**config.mk**
```make
export PLATFORM = sky130hd
export DESIGN_NAME = uart_imem_programmer
export DESIGN_NICKNAME = d
export VERILOG_FILES = /design/src/rtl/uart_imem_programmer.sv
export SDC_FILE = /design/constraint.sdc
export NUM_CORES = 1
export LEC_CHECK = 0
export BUFFER_PORTS_ARGS = -buffer_cell sky130_fd_sc_hd__clkbuf_2
export CAP_MARGIN = 20
export CORE_ASPECT_RATIO = 0.8
export CORE_UTILIZATION = 30
export CTS_BUF_LIST = sky130_fd_sc_hd__clkbuf_8
export DETAILED_ROUTE_END_ITERATION = 10
export GPL_TIMING_DRIVEN = 0
export HOLD_SLACK_MARGIN = 0.06
export PLACE_DENSITY = 0.54
export REMOVE_ABC_BUFFERS = 1
export SETUP_SLACK_MARGIN = 0.02
export SLEW_MARGIN = 10
export SYNTH_ARGS = -nofsm -noshare
export SYNTH_HDL_FRONTEND = slang
export SYNTH_SLANG_ARGS = --single-unit
```
**constraint.sdc**
```tcl
create_clock -name clk -period 3.83 [get_ports clk]
set_input_delay 0.5745 -clock clk [delete_from_list [all_inputs] [get_ports clk]]
set_output_delay 0.5745 -clock clk [all_outputs]
set_load 0.01 [all_outputs]
```
**src/rtl/uart_imem_programmer.sv**
```systemverilog
// UART 8N1 receiver that packs little-endian words into instruction memory.
// Optional checksum outputs are enabled by defining UART_IMEM_PROG_CHECKSUM_EN.
module uart_imem_programmer #(
    parameter int CLKS_PER_BIT = 868,
    parameter int ADDR_W       = 12,
    parameter int SYNC_STAGES  = 2
) (
    input  logic              clk,
    input  logic              Rst,
    input  logic              prog,
    input  logic              rx,
    output logic [31:0]       imem_din,
    output logic [ADDR_W-1:0] imem_addr,
    output logic              imem_we,
    output logic              memcon_prog_ena,
    output logic [ADDR_W-2:0] word_count,
    output logic              frame_err
`ifdef UART_IMEM_PROG_CHECKSUM_EN
    ,
    output logic [7:0]        checksum,
    output logic [0:0]        checksum_ok
`endif
);

    typedef enum logic [1:0] {
        IDLE,
        START,
        DATA,
        STOP
    } state_e;

    localparam logic [15:0] FULL = 16'(CLKS_PER_BIT - 1);
    localparam logic [15:0] HALF = 16'(CLKS_PER_BIT / 2 - 1);

    state_e state_q, state_d;

    logic [SYNC_STAGES-1:0] sync_q, sync_d;
    logic                   prog_q, prog_d;
    logic [15:0]            cnt_q, cnt_d;
    logic [2:0]             bit_q, bit_d;
    logic [7:0]             shift_q, shift_d;
    logic [1:0]             idx_q, idx_d;
    logic [23:0]            hold_q, hold_d;
    logic [31:0]            din_q, din_d;
    logic                   we_q, we_d;
    logic [ADDR_W-1:0]      addr_q, addr_d;
    logic [ADDR_W-2:0]      wcnt_q, wcnt_d;
    logic                   ferr_q, ferr_d;
`ifdef UART_IMEM_PROG_CHECKSUM_EN
    logic [7:0]             sum_q, sum_d;
`endif

    logic rx_s;
    logic prog_rise;
    logic cnt_full;
    logic cnt_half;
    logic byte_ok;
    logic byte_bad;

    assign rx_s      = sync_q[SYNC_STAGES-1];
    assign prog_rise = prog & ~prog_q;
    assign cnt_full  = (cnt_q == FULL);
    assign cnt_half  = (cnt_q == HALF);
    assign byte_ok   = prog & (state_q == STOP) & cnt_full & rx_s;
    assign byte_bad  = prog & (state_q == STOP) & cnt_full & ~rx_s;

    assign imem_din        = din_q;
    assign imem_addr       = addr_q;
    assign imem_we         = we_q;
    assign memcon_prog_ena = prog_q;
    assign word_count      = wcnt_q;
    assign frame_err       = ferr_q;
`ifdef UART_IMEM_PROG_CHECKSUM_EN
    assign checksum        = sum_q;
    assign checksum_ok     = (sum_q == 8'h00) && (wcnt_q != '0);
`endif

    // Receiver state register
    always_ff @(posedge clk or negedge Rst) begin
        if (!Rst) begin
            state_q <= IDLE;
        end else begin
            state_q <= state_d;
        end
    end

    // Receiver next state; leaving prog or a new session forces IDLE
    always_comb begin
        state_d = state_q;
        if (!prog || prog_rise) begin
            state_d = IDLE;
        end else begin
            unique case (state_q)
                IDLE: begin
                    if (!rx_s) begin
                        state_d = START;
                    end
                end
                START: begin
                    if (cnt_half) begin
                        state_d = rx_s ? IDLE : DATA;
                    end
                end
                DATA: begin
                    if (cnt_full && bit_q == 3'd7) begin
                        state_d = STOP;
                    end
                end
                STOP: begin
                    if (cnt_full) begin
                        state_d = IDLE;
                    end
                end
                default: state_d = IDLE;
            endcase
        end
    end

    // Datapath: baud timing, byte shifting, word packing and address stepping
    always_comb begin
        sync_d  = {sync_q[SYNC_STAGES-2:0], rx};
        prog_d  = prog;
        cnt_d   = cnt_q;
        bit_d   = bit_q;
        shift_d = shift_q;
        idx_d   = idx_q;
        hold_d  = hold_q;
        din_d   = din_q;
        we_d    = 1'b0;
        addr_d  = addr_q;
        wcnt_d  = wcnt_q;
        ferr_d  = ferr_q;
`ifdef UART_IMEM_PROG_CHECKSUM_EN
        sum_d   = sum_q;
`endif

        unique case (state_q)
            IDLE: begin
                cnt_d = '0;
                bit_d = '0;
            end
            START: begin
                cnt_d = cnt_half ? 16'd0 : cnt_q + 16'd1;
                bit_d = '0;
            end
            DATA: begin
                cnt_d = cnt_full ? 16'd0 : cnt_q + 16'd1;
                if (cnt_full) begin
                    shift_d[bit_q] = rx_s;
                    bit_d          = bit_q + 3'd1;
                end
            end
            STOP: begin
                cnt_d = cnt_full ? 16'd0 : cnt_q + 16'd1;
            end
            default: cnt_d = '0;
        endcase

        if (byte_ok) begin
            idx_d = idx_q + 2'd1;
            unique case (idx_q)
                2'd0: hold_d[7:0]   = shift_q;
                2'd1: hold_d[15:8]  = shift_q;
                2'd2: hold_d[23:16] = shift_q;
                default: begin
                    din_d = {shift_q, hold_q};
                    we_d  = 1'b1;
                end
            endcase
`ifdef UART_IMEM_PROG_CHECKSUM_EN
            sum_d = sum_q + shift_q;
`endif
        end

        if (byte_bad) begin
            ferr_d = 1'b1;
            idx_d  = '0;
        end

        // A strobe already launched finishes even if prog drops now
        if (we_q) begin
            addr_d = addr_q + ADDR_W'(4);
            wcnt_d = (&wcnt_q) ? wcnt_q : wcnt_q + 1'b1;
        end

        if (!prog) begin
            idx_d = '0;
        end

        if (prog_rise) begin
            addr_d = '0;
            wcnt_d = '0;
            idx_d  = '0;
            ferr_d = 1'b0;
`ifdef UART_IMEM_PROG_CHECKSUM_EN
            sum_d  = '0;
`endif
        end
    end

    // Datapath registers; the rx synchronizer resets to the idle level
    always_ff @(posedge clk or negedge Rst) begin
        if (!Rst) begin
            sync_q  <= '1;
            prog_q  <= 1'b0;
            cnt_q   <= '0;
            bit_q   <= '0;
            shift_q <= '0;
            idx_q   <= '0;
            hold_q  <= '0;
            din_q   <= '0;
            we_q    <= 1'b0;
            addr_q  <= '0;
            wcnt_q  <= '0;
            ferr_q  <= 1'b0;
`ifdef UART_IMEM_PROG_CHECKSUM_EN
            sum_q   <= '0;
`endif
        end else begin
            sync_q  <= sync_d;
            prog_q  <= prog_d;
            cnt_q   <= cnt_d;
            bit_q   <= bit_d;
            shift_q <= shift_d;
            idx_q   <= idx_d;
            hold_q  <= hold_d;
            din_q   <= din_d;
            we_q    <= we_d;
            addr_q  <= addr_d;
            wcnt_q  <= wcnt_d;
            ferr_q  <= ferr_d;
`ifdef UART_IMEM_PROG_CHECKSUM_EN
            sum_q   <= sum_d;
`endif
        end
    end

endmodule

```
==> results.md, run 1 <==
- H-tree Lvls: 4
- Synthesized area: 0.005195 mm^2
- Max Cap Viol: 0
- Worst Path Required: 4.14 ns
- Fin util: 36.43%
- Synthesized area per cell: 12.52 um^2
- Peak VDD IR: 0.1759 mV
- Seq/Total Area, Yosys: 54.48%
- Main synth FF type: dfrtp_1
- Residual DRC: 0
- 1st-pass router iterations: 4
- FF-to-FF setup slack: around 1.4 ns
- Pin count of the biggest net entering global routing: 89
- First-pass GRT wire length: 16,930 um
- Hold Path Class: in -> reg
- Share of cells above drive strength 1: about 34%
- Clock latency on the worst-skew pair: 0.43 ns
- Post-synth EDFFs: 0
- Fin. max-slew vios: 0
- Starting Density: 30.99%
- Detailed-route wire length per cell: roughly 14 um
- Post-Synth Simple-Gate Area: 14.60%
- Grt ovf: 0
- TritonCTS clock tree: yes
- Clock transition at path regs: 0.07 ns
- PD cells: 388.9 mW/mm^2
- Slowest cell on the critical path: nor4_4
- Longest Clk Path Bufs: 2
- CTS root buf: clkbuf_8
- Synth Area in Compound Gates: 4.118%
- Final GP Congestion: 0.7787
- Gr usage total: 12.27%
- Count of final setup violators: 0
- Sum Neg Setup Slack: 0 ns
- Largest family of logic cells by synthesized area: multiplexers
- Fin crit share: a little over three fifths
- Crit. End Element: register
- Vias: 3,394
- Crit-path max FO: 22
- Yosys reg bits: 113
- Synth unique cells: 50
- Nets: just under 500
- Clock Skews: 0.01312 ns
- Die area: 0.01785 mm^2
- Row count: 42
- Overall routed net length: approximately 10,000 um
- Max-slew headroom: 45.66%
- Placement Cell Area: 0.005688 mm^2
- Adder-Cell Fraction of Synth Area: under 10%
- Mapped Cells: 415
- Setup ws final: 1.406 ns
- Vias in the first global route: 3,277
- Antenna violations before repair: 0
- FFs w/ async S/R, synth: 100.0%
- Via density: 4.767
- Chip height: 119.7 um
- Status: finished, final reports clean
- Cts repair resizes: 0
- Core Box Area: roughly 0.017 mm^2
- IO Count: 62
- Post-synthesis mux area share: 17.00%
- Period minus WS final: 2.424 ns
- PortBufs: 59
- Min Hold Slack: 0.2346 ns
- Crit-path max cell delay: around 0.47 ns
- Setup WS pre-CTS: 1.275 ns
- HPWL after DPL: 6859 um
- Critical Path Source: cnt_q[10]$_DFF_PN0_
- Achievable Freq: between 400 and 500 MHz
- N_diodes: 0
- Hold Fails Final Rpt: 0
- Worst hold start: rx
- CP Launch Type: register
- Critical path class: reg -> reg
- Pleak: 2.897 nW
- Total clock sinks: 113
- WP data arrival: roughly 2.7 ns
- Fillers: 1,638
- TritonCTS buffer count: 17
- Design Area, Final: 0.006107 mm^2
- RSZ-0062 raised after global routing: no
- Reg-to-reg startpoint: cnt_q[10]$_DFF_PN0_
- Crit path cell chain: nor4_4 -> and4_4 -> and3_2 -> buf_12 -> mux2_2
- P&R area growth vs syn: 17.56%
- Drt first-iter violations: approximately 130
- Post-route ant nets: 0
- Die width: 149.1 um
- Least-Margin Pin Slew: between 0.8 and 0.9 ns
- XOR/XNOR share of the synthesized area: under 10%
- Synth warnings: 0
==> flip-flops by register name, indices dropped and copies added, names as in the netlist <==
register         flops
cnt_q               16
sync_q               2
imem_din            32
frame_err            1
shift_q              8
idx_q                2
imem_addr           10
imem_we              1
state_q              2
word_count          11
memcon_prog_ena      1
hold_q              24
bit_q                3
==> critical path: cells and delay by family (launching register included) <==
| kind | cells | cell delay, ns |
|---|---|---|
| and+or+nand+nor | 3 | 1.22 |
| DFF | 1 | 0.46 |
| muxes | 1 | 0.35 |
| buffers and inverters | 1 | 0.26 |
==> where the power goes <==
part           internal (mW)  switching [mW]  leakage (nW)
sequential              1.20         0.00690          1.57
clock                  0.640           0.484         0.214
combinational         0.0104          0.0369          1.11
total                   1.85           0.528          2.90
==> cells in the final DEF (no fill, tap or decap), types with 2 or more instances in the layout <==
cell type	netlist	layout
inv_1	10	12
nand2_1	24	24
and3_1	10	9
bufinv_16	0	2
nor2_1	42	42
nand4_1	15	15
and3_2	2	3
dfrtp_1	111	111
clkinv_2	0	4
nor3_1	3	3
conb_1	1	2
dfstp_2	2	2
mux2_4	30	30
xnor2_1	13	13
mux2_2	34	34
xor2_1	10	10
nand2b_1	3	3
nor4_1	11	11
ha_1	10	10
nand3_1	8	8
nor4_4	2	2
clkbuf_2	1	58
a41o_1	3	3
or3_1	5	5
a21oi_1	7	7
mux2i_1	5	5
and4_1	4	4
o21ai_0	7	7
clkinv_4	0	2
a31oi_1	5	5
clkbuf_8	0	22
a211oi_1	3	3
==> layout make-up <==
| class | instances | area (um^2) | share of cell area [%] |
|---|---|---|---|
| clock inverter | 11 | 112.6 | 1.844 |
| multi-input combinational | 274 | 2193 | 35.91 |
| sequential | 113 | 2830 | 46.34 |
| timing repair buffer | 63 | 369.1 | 6.044 |
| clock buffer | 21 | 289.0 | 4.733 |
| tap | 220 | 275.3 | 4.507 |
| inverter | 10 | 37.54 | 0.6146 |
==> path summary, 6_finish.rpt <==
check | cells after the start | end
setup / recovery | 5 | imem_din[0]$_DFFE_PN0P_
hold / removal | 1 | sync_q[0]$_DFF_PN1_
setup reg to reg | 5 | imem_din[0]$_DFFE_PN0P_
hold reg to reg | 0 | sync_q[1]$_DFF_PN1_
max in group asynchronous | 3 | imem_din[4]$_DFFE_PN0P_
min in group asynchronous | 2 | word_count[8]$_DFFE_PN0P_
==> stage by stage <==
step	cells	total power [mW]
6_report	712	2.375
5_1_grt	712	2.481
4_1_cts	711	2.421
3_5_place_dp	678	1.275
3_3_place_gp	676	1.269
2_1_floorplan	397	1.236
==> routing by layer <==
layer	up-vias	global-route usage [%]	wire, um
li1	1619	-	-
met1	1702	17.43	5237
met2	60	17.35	4424
met3	13	3.422	412
met4	0	5.102	148
met5	-	0	0
==> logic make-up (layout without fill, tap and decap cells) <==
family	Yosys count	count (layout)
xor+xnor	23	23
fa+ha+maj	10	10
buf+inv	29	105
other cells	1	2
flops	113	113
mux	69	69
compound gates	32	32
simple gates	138	138
==> cells in the mapped netlist, types with 5 or more instances <==
cell type,n,area [um^2]
inv_1,10,37.54
a31oi_1,5,31.28
nand2_1,24,90.09
o21ai_0,7,35.03
nand4_1,15,93.84
mux2_4,30,450.4
dfrtp_1,111,2778
nor2_1,42,157.7
clkbuf_1,7,26.28
a21oi_1,7,35.03
nand3_1,8,40.04
xor2_1,10,87.58
mux2_2,34,382.9
xnor2_1,13,113.9
ha_1,10,125.1
or3_1,5,31.28
mux2i_1,5,50.05
nor4_1,11,68.82
and3_1,10,62.56
==> timing repair <==
item / CTS / global route
hold endpoints to repair: 25 / 0
hold buffers: 1 / 0
buffers inserted: 0 / 0
Note: power is estimated with default switching activity, not from simulation.
==> run 2: changes to the inputs <==
- ABC_AREA: unset -> 1
- clock period: 3.83 -> 2.41 ns (I/O delays scaled with it)
==> results.md, run 2 <==
- Status: finished, final reports clean (unchanged)
- N_diodes: 0 (unchanged)
- Via density: 4.411 (was 4.767)
- Pleak: 3.277 nW (was 2.897 nW)
- Overall routed net length: 11,570 um (was 10,220 um)
- Critical path class: in -> reg (was reg -> reg)
- Post-route ant nets: 0 (unchanged)
- Largest family of logic cells by synthesized area: simple AND/OR/NAND/NOR gates (was multiplexers)
- First-pass GRT wire length: 19,670 um (was 16,930 um)
- Crit path cell chain: dlygate4sd3_1 -> clkbuf_2 -> inv_2 -> nor2_2 -> inv_2 -> nand2_1 -> clkinv_1 -> nand2_1 -> o21ai_1 (was nor4_4 -> and4_4 -> and3_2 -> buf_12 -> mux2_2)
- Die area: 0.01792 mm^2 (was 0.01785 mm^2)
- Yosys reg bits: 113 (unchanged)
- Register area: 0.002830 mm^2 (unchanged)
- Vias: 4,160 (was 3,394)
- Period minus WS final: 2.169 ns
- Met2 Use GR: 19.27% (was 17.35%)
- Setup WS pre-CTS: 0.08910 ns (was 1.275 ns)
- Count of final setup violators: 0 (unchanged)
- Area of the multi-input gates: 0.002087 mm^2 (was 0.002193 mm^2)
- Crit-path max FO: 16 (was 22)
- HPWL after DPL: 7957 um (was 6859 um)
- Chip height: 119.9 um (was 119.7 um)
- Grt ovf: 0 (unchanged)
- Top cells by count, synth: nand2_1, dfrtp_1, nor2_1 (was dfrtp_1, nor2_1, mux2_2)
- CP Launch Type: primary input (was register)
- Synthesized area: 0.005216 mm^2 (was 0.005195 mm^2)
- Synth Area in Compound Gates: 4.917% (was 4.118%)
- Main synth FF type: dfrtp_1 (unchanged)
- Pin count of the biggest net entering global routing: 92 (was 89)
- Pint: 2.891 mW (was 1.847 mW)
- Fin util: 36.89% (was 36.43%)
- Synthesized area per cell: 8.163 um^2 (was 12.52 um^2)
- PD cells: 616.4 mW/mm^2 (was 388.9 mW/mm^2)
- Synth unique cells: 36 (was 50)
- Min Hold Slack: 0.3567 ns (was 0.2346 ns)
- Synth warnings: 0 (unchanged)
- Comb pwr share: 3.4% (was 2.0%)
- WP buf/inv: 5 (was 1)
- Sum Neg Setup Slack: 0 ns (unchanged)
- Mapped Cells: 639 (was 415)
- Sw power: 0.9204 mW (was 0.5275 mW)
- Post-Synth Simple-Gate Area: 31.71% (was 14.60%)
- XOR/XNOR share of the synthesized area: 0.8395% (was 3.878%)
- Largest cells by area after synthesis: dfrtp_1, nand2_1, nor2_1, inv_1, nand3_1 (was dfrtp_1, mux2_4, mux2_2, nor2_1, ha_1)
- Post-synth EDFFs: 0 (unchanged)
- Max reg flops: 32 (unchanged)
- Starting Density: 31.12% (was 30.99%)
- Antenna violations before repair: 0 (unchanged)
- Clock latency on the worst-skew pair: 0.43 ns (about the same)
- RSZ-0062 raised after global routing: no (unchanged)
- Clock transition at path regs: 0.07 ns (about the same)
- Most common cell in the netlist: nand2_1 (was dfrtp_1)
- Nets: 724 (was 493)
- Longest Clk Path Bufs: 2 (unchanged)
- Hold Fails Final Rpt: 0 (unchanged)
- PortBufs: 59 (unchanged)
- WP data arrival: 2.47 ns (was 2.73 ns)
- Crit path max-delay family: buffers and inverters (was simple AND/OR/NAND/NOR gates)
- Achievable Freq: 461.1 MHz
- Met1 usage: 21.26% (was 17.43%)
- Final GP Congestion: 0.8019 (was 0.7787)
- Most common cell after layout, fill and taps aside: nand2_1 (was dfrtp_1)
- Fin crit share: about nine tenths
- Slowest cell on the critical path: dlygate4sd3_1 (was nor4_4)
- Fillers: 1,752 (was 1,638)
- Setup ws final: 0.2415 ns (was 1.406 ns)
- P&R area growth vs syn: 18.54% (was 17.56%)
- Max-slew headroom: 44.90% (was 45.66%)
- 1st-pass router iterations: 4 (unchanged)
- Worst Path Required: 2.71 ns (was 4.14 ns)
- Drt first-iter violations: 247 (was 132)
- Row count: 42 (unchanged)
- CTS root buf: clkbuf_8 (unchanged)
- Net Sw Frac: 24.15% (was 22.21%)
- Seq pwr share: 50.7% (about the same)
- Top Usage Layer GRT: met1 (unchanged)
- Detailed-route wire length per cell: 12.27 um (was 14.36 um)
- Clock power share: 45.8% (was 47.3%)
- Share of cells above drive strength 1: 15.21% (was 33.94%)
- TritonCTS buffer count: 17 (unchanged)
- TritonCTS clock tree: yes (unchanged)
- Placement Cell Area: 0.005757 mm^2 (was 0.005688 mm^2)
- Residual DRC: 0 (unchanged)
- Least-Margin Pin Slew: 0.8220 ns (was 0.8114 ns)
- FF-to-FF setup slack: 0.42 ns (was 1.41 ns)
- GRT met3 Usage: 3.688% (was 3.422%)
- Core Box Area: 0.01676 mm^2 (unchanged)
- Commonest non-fill, non-tap cells in the layout: nand2_1, dfrtp_1, clkbuf_2 (was dfrtp_1, clkbuf_2, nor2_1)
- Cts repair resizes: 0 (unchanged)
- FFs w/ async S/R, synth: 100.0% (unchanged)
- Peak VDD IR: 0.2826 mV (was 0.1759 mV)
- Vias in the first global route: 3,923 (was 3,277)
- Yosys top cell area share: 53.25% (was 53.47%)
- Hold Path Class: reg -> reg (was in -> reg)
- Seq/Total Area, Yosys: 54.26% (was 54.48%)
- Die width: 149.4 um (was 149.1 um)
- Crit-path max cell delay: 0.52 ns (was 0.47 ns)
- Fin. max-slew vios: 0 (unchanged)
- Gr usage total: 14.10% (was 12.27%)
- Crit. End Element: register (unchanged)
- Yosys top cell by area: dfrtp_1 (unchanged)
- Design Area, Final: 0.006183 mm^2 (was 0.006107 mm^2)
- Clock Skews: 0.01538 ns (was 0.01312 ns)
- Total clock sinks: 113 (unchanged)
- H-tree Lvls: 4 (unchanged)
- Max Cap Viol: 0 (unchanged)
- Adder-Cell Fraction of Synth Area: 2.399% (was 2.408%)
- Post-synthesis mux area share: 0% (was 17.00%)
- IO Count: 62 (unchanged)
-- run 2: cell types whose count changed in the layout (fill, tap and decap cells not counted), sizes merged, moves of 10 or more --
cell   change
o21ai     +10
nor2      +18
a21oi     +14
nand3     +18
nand2    +248
xnor2     -10
inv       +43
and3      -10
mux2      -64
nor4      -13
-- run 2: layout make-up --
type,count,share of cell area (%)
Timing Repair Buffer,66,6.394
Clock buffer,18,4.006
Sequential cell,113,45.77
Clock inverter,14,2.287
Multi-Input combinational cell,457,33.75
Inverter,55,3.339
Tap cell,220,4.452
-- run 2: repair_timing --
| action | CTS | global route |
|---|---|---|
| hold buffers | 3 | 0 |
| setup buffers | 0 | 1 |
| endpoints found under the setup margin | 0 | 17 |
| hold endpoints to repair | 24 | 0 |
-- run 2: final timing paths --
path,startpoint,endpoint,cells past startpoint
max,prog,word_count[9]$_DFFE_PN0P_,9
min,sync_q[0]$_DFF_PN1_,sync_q[1]$_DFF_PN1_,0
max reg2reg,word_count[0]$_DFFE_PN0P_,word_count[9]$_DFFE_PN0P_,9
min reg2reg,sync_q[0]$_DFF_PN1_,sync_q[1]$_DFF_PN1_,0
max in group asynchronous,Rst,sync_q[0]$_DFF_PN1_,3
min in group asynchronous,Rst,imem_din[16]$_DFFE_PN0P_,2
-- run 2: per-layer routing --
| metal | part of all wire, % | up-vias |
|---|---|---|
| li1 | - | 2166 |
| met2 | 40 | 78 |
| met5 | 0 | - |
| met3 | 4.3 | 7 |
| met1 | 54 | 1909 |
| met4 | 0.76 | 0 |
-- run 2: metrics by stage --
| step | total power [mW] | instances |
|---|---|---|
| finish | 3.812 | 943 |
| global route | 3.980 | 943 |
| CTS | 3.875 | 942 |
| detailed placement | 2.100 | 907 |
| global placement | 2.094 | 904 |
| floorplan | 2.020 | 625 |
-- run 2: kinds of logic (layout without fill, tap and decap cells) --
| logic type | Yosys count | after routing |
|---|---|---|
| and+or+nand+nor | 393 | 393 |
| DFF | 113 | 113 |
| buffers and inverters | 70 | 153 |
| AOI/OAI and AO/OA | 47 | 47 |
| adders and majority gates | 10 | 10 |
| xor gates and xnor gates | 5 | 5 |
| other | 1 | 2 |
-- run 2: power by group through the flow --
stage          clock network [mW]  logic, mW  registers (mW)
3_5_place_dp                    0      0.130            1.97
3_3_place_gp                    0      0.123            1.97
2_1_floorplan                   0     0.0490            1.97
5_1_grt                      1.89      0.152            1.94
6_report                     1.75      0.130            1.93
4_1_cts                      1.81      0.134            1.93
==> run 3: changes to the inputs <==
- clock period: 2.41 -> 2.6 ns (I/O delays scaled with it)
==> results.md, run 3 (synthesized netlist as in run 2, its figures left out) <==
- Status: finished, final reports clean (unchanged)
- Crit path cell chain: nor2_1 -> nand4_1 -> nor2_1 -> nand4_1 -> buf_6 -> buf_8 -> nand2_1 -> nand2_1 (was dlygate4sd3_1 -> clkbuf_2 -> inv_2 -> nor2_2 -> inv_2 -> nand2_1 -> clkinv_1 -> nand2_1 -> o21ai_1)
- TritonCTS clock tree: yes (unchanged)
- Clock Skews: 0.01520 ns (was 0.01538 ns)
- Starting Density: 31.12% (unchanged)
- Via density: 4.421 (was 4.411)
- Count of final setup violators: 0 (unchanged)
- Nets: 722 (was 724)
- Setup ws final: 0.3074 ns (was 0.2415 ns)
- Hold Fails Final Rpt: 0 (unchanged)
- Commonest non-fill, non-tap cells in the layout: nand2_1, dfrtp_1, clkbuf_2 (unchanged)
- Crit-path max cell delay: 0.45 ns (was 0.52 ns)
- Antenna violations before repair: 0 (unchanged)
- 1st-pass router iterations: 4 (unchanged)
- Residual DRC: 0 (unchanged)
- Die width: 149.4 um (unchanged)
- CTS root buf: clkbuf_8 (unchanged)
- IO Count: 62 (unchanged)
- Pin count of the biggest net entering global routing: 92 (unchanged)
- Critical path class: reg -> reg (was in -> reg)
- Vias: 4,160 (unchanged)
- N_diodes: 0 (unchanged)
- Overall routed net length: 11,570 um (about the same)
- Row count: 42 (unchanged)
- P&R area growth vs syn: 18.21% (was 18.54%)
- HPWL after DPL: 7957 um (unchanged)
- CP Launch Type: register (was primary input)
- Post-route ant nets: 0 (unchanged)
- Grt ovf: 0 (unchanged)
- Hold Path Class: in -> reg (was reg -> reg)
- Max reg flops: 32 (unchanged)
- PD cells: 572.9 mW/mm^2 (was 616.4 mW/mm^2)
- Setup WS pre-CTS: 0.2791 ns (was 0.08910 ns)
- Number of setup buffers added after CTS: 0 (unchanged)
- Sum Neg Setup Slack: 0 ns (unchanged)
- Max Cap Viol: 0 (unchanged)
- Clock transition at path regs: 0.07 ns (about the same)
- First-pass GRT wire length: 19,640 um (was 19,670 um)
- Crit-path max FO: 15 (was 16)
- Period minus WS final: 2.293 ns
- Worst Path Required: 2.92 ns (was 2.71 ns)
- Fin. max-slew vios: 0 (unchanged)
- Clock latency on the worst-skew pair: 0.43 ns (about the same)
- Gr usage total: 14.08% (was 14.10%)
- H-tree Lvls: 4 (unchanged)
- Share of cells above drive strength 1: 15.12% (was 15.21%)
- Max-slew headroom: 45.31% (was 44.90%)
- Detailed-route wire length per cell: 12.29 um (was 12.27 um)
- Cts repair resizes: 0 (unchanged)
- Total clock sinks: 113 (unchanged)
- PortBufs: 59 (unchanged)
- Longest Clk Path Bufs: 2 (unchanged)
- Slowest cell on the critical path: nand4_1 (was dlygate4sd3_1)
- Chip height: 119.9 um (unchanged)
- Least-Margin Pin Slew: 0.8158 ns (was 0.8220 ns)
- RSZ-0062 raised after global routing: no (unchanged)
- Core Box Area: 0.01676 mm^2 (unchanged)
- Peak VDD IR: 0.2621 mV (was 0.2826 mV)
- Drt first-iter violations: 238 (was 247)
- WP data arrival: 2.62 ns (was 2.47 ns)
- Final GP Congestion: 0.8019 (unchanged)
- TritonCTS buffer count: 17 (unchanged)
- Pleak: 3.269 nW (was 3.277 nW)
- Achievable Freq: 436.2 MHz
- Min Hold Slack: 0.1187 ns (was 0.3567 ns)
- Crit. End Element: register (unchanged)
- Fin crit share: 88.18%
- Vias in the first global route: 3,919 (was 3,923)
- Die area: 0.01792 mm^2 (unchanged)
- Most common cell after layout, fill and taps aside: nand2_1 (unchanged)
-- run 3: changes by cell type in the layout (fill, tap and decap cells not counted), sizes merged --
cell / previous run / this run
buf: 4 / 3
dlygate4sd3: 3 / 2
-- run 3: cell type report --
| class | count | area, um^2 |
|---|---|---|
| fillers | 1754 | 10600 |
| flip-flops and latches | 113 | 2830 |
| multi-input cells | 457 | 2087 |
| repair buffers | 64 | 377.9 |
| well taps | 220 | 275.3 |
| clock buffers | 18 | 247.7 |
| inverters | 55 | 206.4 |
| clock inverters | 14 | 141.4 |
-- run 3: per-layer routing --
layer | GRT usage (%) | share of wire, % | vias up
li1 | - | - | 2162
met1 | 21.21 | 54 | 1909
met2 | 19.27 | 40 | 80
met3 | 3.688 | 4.6 | 9
met4 | 4.401 | 0.86 | 0
met5 | 0 | 0 | -
-- run 3: where the power goes --
group / switching (mW) / internal, mW / total, mW / leakage [nW]
combinational: 0.0848 / 0.0342 / 0.119 / 1.51
clock: 0.749 / 0.872 / 1.62 / 0.196
sequential: 0.0200 / 1.77 / 1.79 / 1.57
-- run 3: stage by stage --
| stage | std cells | utilization (%) | power (mW) | instance area [um^2] |
|---|---|---|---|---|
| final | 941 | 36.78 | 3.532 | 6166 |
| after global routing | 941 | 36.78 | 3.688 | 6166 |
| after CTS | 941 | 36.78 | 3.591 | 6166 |
| after detailed placement | 907 | 34.34 | 1.947 | 5757 |
| after global placement | 904 | 33.97 | 1.941 | 5694 |
| after floorplan | 625 | - | 1.872 | 5124 |
-- run 3: what timing repair did --
| action | CTS | global route |
|---|---|---|
| hold buffers | 2 | 0 |
| hold endpoints to repair | 23 | 0 |
| endpoints found under the setup margin | 0 | 0 |
-- run 3: final timing paths --
check / start / end / slack, ns / cells past startpoint
max reg2reg: cnt_q[2]$_DFF_PN0_ / imem_din[9]$_DFFE_PN0P_ / 0.31 / 8
max: cnt_q[2]$_DFF_PN0_ / imem_din[9]$_DFFE_PN0P_ / 0.31 / 8
min in group asynchronous: Rst / imem_din[16]$_DFFE_PN0P_ / 0.40 / 2
max in group asynchronous: Rst / sync_q[0]$_DFF_PN1_ / 1.48 / 3
min: prog / memcon_prog_ena$_DFF_PN0_ / 0.12 / 1
min reg2reg: sync_q[0]$_DFF_PN1_ / sync_q[1]$_DFF_PN1_ / 0.36 / 0
-- run 3: worst max-delay path, delay by kind of cell, from the launching register on --
family                 cells  cell delay (ns)
buffers and inverters      2             0.46
DFF                        1             0.41
and+or+nand+nor            6             1.33
